--- src/rtl/wb_port_arbiter.sv ---
// Writeback port arbiter: grants the single register-file write port to either the
// ALU result or a load return, MEM first, with a starvation guard for the ALU.
module wb_port_arbiter #(
    parameter int STARVE_LIMIT = 4,
    parameter int CNT_W        = 3
) (
    input  logic        i_clk,
    input  logic        i_reset,
    input  logic        i_alu_valid,
    output logic        o_alu_ready,
    input  logic [63:0] i_alu_data,
    input  logic [4:0]  i_alu_rd,
    input  logic        i_mem_valid,
    output logic        o_mem_ready,
    input  logic [63:0] i_mem_data,
    input  logic [4:0]  i_mem_rd,
    output logic        o_rf_we,
    output logic [4:0]  o_rf_waddr,
    output logic [63:0] o_rf_wdata,
    output logic        o_mem_to_reg
);

    localparam logic [CNT_W-1:0] LP_LIMIT = CNT_W'(STARVE_LIMIT);
    localparam logic [4:0]       LP_XZR   = 5'd31;

    logic [CNT_W-1:0] r_starve_cnt;
    logic             r_rf_we;
    logic [4:0]       r_rf_waddr;
    logic [63:0]      r_rf_wdata;
    logic             r_mem_to_reg;

    logic             w_force_alu;
    logic             w_alu_ready;
    logic             w_mem_ready;
    logic             w_alu_hs;
    logic             w_mem_hs;
    logic [CNT_W-1:0] w_starve_nxt;
    logic             w_we_nxt;
    logic [4:0]       w_waddr_nxt;
    logic [63:0]      w_wdata_nxt;
    logic             w_m2r_nxt;

    // Grant decision: MEM wins a conflict unless the ALU has been held off long enough.
    always_comb begin
        w_force_alu = (r_starve_cnt == LP_LIMIT);
        w_alu_ready = 1'b0;
        w_mem_ready = 1'b0;
        if (i_reset) begin
            w_alu_ready = 1'b0;
            w_mem_ready = 1'b0;
        end else begin
            w_mem_ready = i_mem_valid & ~(w_force_alu & i_alu_valid);
            w_alu_ready = i_alu_valid & (~i_mem_valid | w_force_alu);
        end
        w_alu_hs = i_alu_valid & w_alu_ready;
        w_mem_hs = i_mem_valid & w_mem_ready;
    end

    // Next starve count: any cycle the ALU is not waiting, or gets through, restarts it.
    always_comb begin
        w_starve_nxt = r_starve_cnt;
        if (!i_alu_valid || w_alu_hs) begin
            w_starve_nxt = {CNT_W{1'b0}};
        end else if (r_starve_cnt != LP_LIMIT) begin
            w_starve_nxt = r_starve_cnt + CNT_W'(1);
        end else begin
            w_starve_nxt = r_starve_cnt;
        end
    end

    // Next writeback beat; XZR destinations still consume the grant but never write.
    always_comb begin
        w_we_nxt    = 1'b0;
        w_waddr_nxt = 5'd0;
        w_wdata_nxt = 64'd0;
        w_m2r_nxt   = 1'b0;
        if (w_mem_hs) begin
            w_we_nxt    = (i_mem_rd != LP_XZR);
            w_waddr_nxt = i_mem_rd;
            w_wdata_nxt = i_mem_data;
            w_m2r_nxt   = 1'b1;
        end else if (w_alu_hs) begin
            w_we_nxt    = (i_alu_rd != LP_XZR);
            w_waddr_nxt = i_alu_rd;
            w_wdata_nxt = i_alu_data;
            w_m2r_nxt   = 1'b0;
        end else begin
            w_we_nxt    = 1'b0;
            w_waddr_nxt = 5'd0;
            w_wdata_nxt = 64'd0;
            w_m2r_nxt   = 1'b0;
        end
    end

    // Output register stage and starve counter.
    always_ff @(posedge i_clk) begin
        if (i_reset) begin
            r_starve_cnt <= {CNT_W{1'b0}};
            r_rf_we      <= 1'b0;
            r_rf_waddr   <= 5'd0;
            r_rf_wdata   <= 64'd0;
            r_mem_to_reg <= 1'b0;
        end else begin
            r_starve_cnt <= w_starve_nxt;
            r_rf_we      <= w_we_nxt;
            r_rf_waddr   <= w_waddr_nxt;
            r_rf_wdata   <= w_wdata_nxt;
            r_mem_to_reg <= w_m2r_nxt;
        end
    end

    assign o_alu_ready  = w_alu_ready;
    assign o_mem_ready  = w_mem_ready;
    assign o_rf_we      = r_rf_we;
    assign o_rf_waddr   = r_rf_waddr;
    assign o_rf_wdata   = r_rf_wdata;
    assign o_mem_to_reg = r_mem_to_reg;

endmodule

--- config.mk ---
export PLATFORM = sky130hd
export DESIGN_NAME = wb_port_arbiter
export DESIGN_NICKNAME = d
export VERILOG_FILES = /design/src/rtl/wb_port_arbiter.sv
export SDC_FILE = /design/constraint.sdc
export NUM_CORES = 1
export LEC_CHECK = 0
export BUFFER_PORTS_ARGS = -buffer_cell sky130_fd_sc_hd__buf_2
export CAP_MARGIN = 20
export CORE_ASPECT_RATIO = 1.4
export CORE_MARGIN = 5
export CORE_UTILIZATION = 39
export CTS_CLUSTER_DIAMETER = 80
export CTS_CLUSTER_SIZE = 40
export DETAILED_ROUTE_END_ITERATION = 10
export PLACE_DENSITY = 0.9
export SYNTH_ARGS = -nofsm -noshare
export SYNTH_HDL_FRONTEND = slang
export SYNTH_SLANG_ARGS = --single-unit
--- constraint.sdc ---
create_clock -name i_clk -period 2.4 [get_ports i_clk]
set_input_delay 0.48 -clock i_clk [delete_from_list [all_inputs] [get_ports i_clk]]
set_output_delay 0.48 -clock i_clk [all_outputs]
set_load 0.02 [all_outputs]
==> impl_metrics.env <==
export IMPL_hold_class="input pin to register"
export IMPL_largest_register_ffs=64
export IMPL_end_kind="output pin"
export IMPL_intPower_mw=2.29
export IMPL_slew_violations=0
export IMPL_worstRegToRegCells=5
export IMPL_post_drt_wl_per_cell_um=16.2
export IMPL_finalCritPeriodShare=0.838
export IMPL_status="complete, no violations"
export IMPL_hold_viol=0
export IMPL_cts_tree="yes"
export IMPL_leakagePower_nw=1.99
export IMPL_grt_ovfl_total=0
export IMPL_cts_hold_buf=0
export IMPL_synth_top_family_by_area="compound AO/OA/AOI/OAI gates"
export IMPL_htree_levels=3
export IMPL_synth_top_area_frac=0.627
export IMPL_whs_ps=346
export IMPL_power_total_mw=2.97
export IMPL_cts_root_buf="clkbuf_8"
export IMPL_yosys_area_share_simple=0.0254
export IMPL_cts_repair_resized=0
export IMPL_design_area_sq_um=3710
export IMPL_synth_seq_area_share=0.627
export IMPL_pwr_share_comb=0.137
export IMPL_grt_max_degree=41
export IMPL_r2r_end="o_rf_wdata[3]"
export IMPL_startpoint_type="register"
export IMPL_path_buf_inv=2
export IMPL_power_frac_clock=0.420
export IMPL_dp_hpwl_um=6100
export IMPL_tns_ps=0
export IMPL_max_freq_mhz=497
export IMPL_worst_slew_pin_transition_ps=416
export IMPL_hp_start="i_alu_data[26]"
export IMPL_ys_ff_latch=74
export IMPL_grt_pass1_wl_um=10800
export IMPL_fin_skew_ps=10.6
export IMPL_fin_crit_ps=2010
export IMPL_crit_family="flip-flops"
export IMPL_antenna_cells=0
export IMPL_synth_area_per_cell_sq_um=13.2
export IMPL_synthDistinctLibCells=19
export IMPL_synth_most_common_cell="dfxtp_1"
export IMPL_antenna_found_initial=1
export IMPL_cellPowerDensity_nw_per_um2=801
export IMPL_worstPathCellList="inv_1, ha_1, a311oi_4, buf_2"
export IMPL_switchingPower_uw=683
export IMPL_syn_area_sq_um=2360
export IMPL_yosysTopAreaCell="dfxtp_1"
export IMPL_drive_above_1_share=0.591
export IMPL_coreArea_sq_um=5860
export IMPL_track_usage=0.188
export IMPL_worstPathRequired_ps=1920
export IMPL_crit_path_top_delay_cell="dfxtp_1"
export IMPL_synth_area_leaders="dfxtp_1 (63%), a22o_1 (26%), buf_6 (3.3%), buf_2 (1.5%), a311oi_4 (1.1%)"
export IMPL_die_width_um=75.8
export IMPL_crit_type="register to output pin"
export IMPL_synth_xor_area_frac=0
export IMPL_p_sw_frac=0.230
export IMPL_layout_nets=538
export IMPL_yosys_most_used_dff="dfxtp_1"
export IMPL_post_cts_buffers=0
export IMPL_r2r_slack_ps=700
export IMPL_hold_depth=2
export IMPL_synth_edf_count=0
export IMPL_area_delta_synth_final_pct=57.0
export IMPL_whs_endpoint="o_rf_wdata[26]"
export IMPL_clock_sinks=74
export IMPL_slew_headroom=0.723
export IMPL_clock_latency_ps=340
export IMPL_synth_fa_ha_area_frac=0.0106
export IMPL_worst_path_max_fanout=5
export IMPL_dpl_instance_area_sq_um=3450
export IMPL_setup_violations=0
export IMPL_drt_first_pass_iters=4
export IMPL_gp_routability_congestion=0.754
export IMPL_netlist_top_cells_count="dfxtp_1 (74), a22o_1 (70), buf_2 (7), buf_6 (7)"
export IMPL_r2r_start="r_starve_cnt[0]"
export IMPL_clkTransAtPathRegs_ps=80
export IMPL_sequentialPowerShare=0.443
export IMPL_rsz0062_at_grt="false"
export IMPL_muxShareOfSynthArea=0.00424
export IMPL_die_y_um=102
export IMPL_cts_buffers=9
export IMPL_start_util=0.403
export IMPL_crit_arrival_ps=1530
export IMPL_syn_nets=323
export IMPL_synthArstFlopShare=0
export IMPL_dieArea_sq_um=7740
export IMPL_synth_compound_area_frac=0.280
export IMPL_drt_iter0_drc=68
export IMPL_vias=2287
export IMPL_peakVddDrop_uv=491
export IMPL_drt_wl_total_um=7590
export IMPL_yosysWarnings=0
export IMPL_numPortBuffers=214
export IMPL_maxCapViolCount=0
export IMPL_via_per_inst=4.88
export IMPL_slowest_delay_ps=340
export IMPL_std_cell_rows=33
export IMPL_grt_pass1_vias=2250
export IMPL_io_pins=215
export IMPL_synth_cells=179
export IMPL_n_fill_cell=476
export IMPL_drcViolationCount=0
export IMPL_cts_path_max_buffers=2
export IMPL_ant_nets=0
[layer usage]
layer  GRT usage  vias to the layer above  share of wire
li1            -                     1111              -
met1       0.191                     1046           0.32
met2       0.336                      111           0.54
met3      0.0866                       17           0.12
met4      0.0592                        2          0.015
met5           0                        -         0.0020
[power by group through the flow]
stage	Sequential [mW]	Clock (mW)	Combinational [mW]
after detailed placement	1.35	0	0.410
final	1.32	1.25	0.408
after CTS	1.32	1.28	0.411
after global placement	1.34	0	0.400
after floorplan	1.44	0	0.111
after global routing	1.32	1.35	0.439
[area by class of cell]
class,count,area [sq um],share of cell area
sequential,74,1480,0.399
clock inverter,6,138,0.0371
timing repair buffer,218,1100,0.297
multi-input combinational,88,764,0.206
clock buffer,10,128,0.0344
inverter,3,11.3,0.00303
tap,70,87.6,0.0236
[worst max-delay path by stage]
stage / end / cells past startpoint / slack (ps) / start
floorplan: o_mem_ready / 4 / 590 / r_starve_cnt[0]
global placement: o_mem_ready / 4 / 780 / r_starve_cnt[0]
detailed placement: o_rf_wdata[3] / 5 / 720 / r_starve_cnt[0]
CTS: o_mem_ready / 4 / 360 / r_starve_cnt[0]
global route: o_mem_ready / 4 / 290 / r_starve_cnt[0]
finish: o_mem_ready / 4 / 390 / r_starve_cnt[0]
[worst reg2reg max path, cell delays in order (launching register included)]
cell	delay, ps
dfxtp_1	340
inv_1	60
ha_1	280
a311oi_4	310
buf_4	430
a22o_1	240
[cell families (layout without fill, tap and decap cells)]
| family | Yosys count | count (layout) |
|---|---|---|
| AO/OA/AOI/OAI | 74 | 74 |
| flip-flops | 74 | 74 |
| buffers and inverters | 17 | 237 |
| AND/OR/NAND/NOR | 11 | 11 |
| adder cells (fa/ha/maj) | 2 | 2 |
| multiplexers | 1 | 1 |
[metrics by stage]
stage / instances / utilization / setup slack [ps]
floorplan: 179 / - / 587
global placement: 453 / 0.588 / 775
detailed placement: 453 / 0.588 / 723
CTS: 469 / 0.633 / 355
global route: 469 / 0.633 / 288
finish: 469 / 0.633 / 388
[cells in the final DEF, fill, tap and decap left out, types with 2 or more instances in the layout]
cell       count
dfxtp_1       74
inv_1          2
buf_4          4
and2_1         2
nor2_1         2
bufinv_16      4
ha_1           2
clkbuf_8       9
buf_2        214
and3_1         2
nand3_1        2
a22o_1        70
Note: power is estimated with default switching activity, not from simulation.
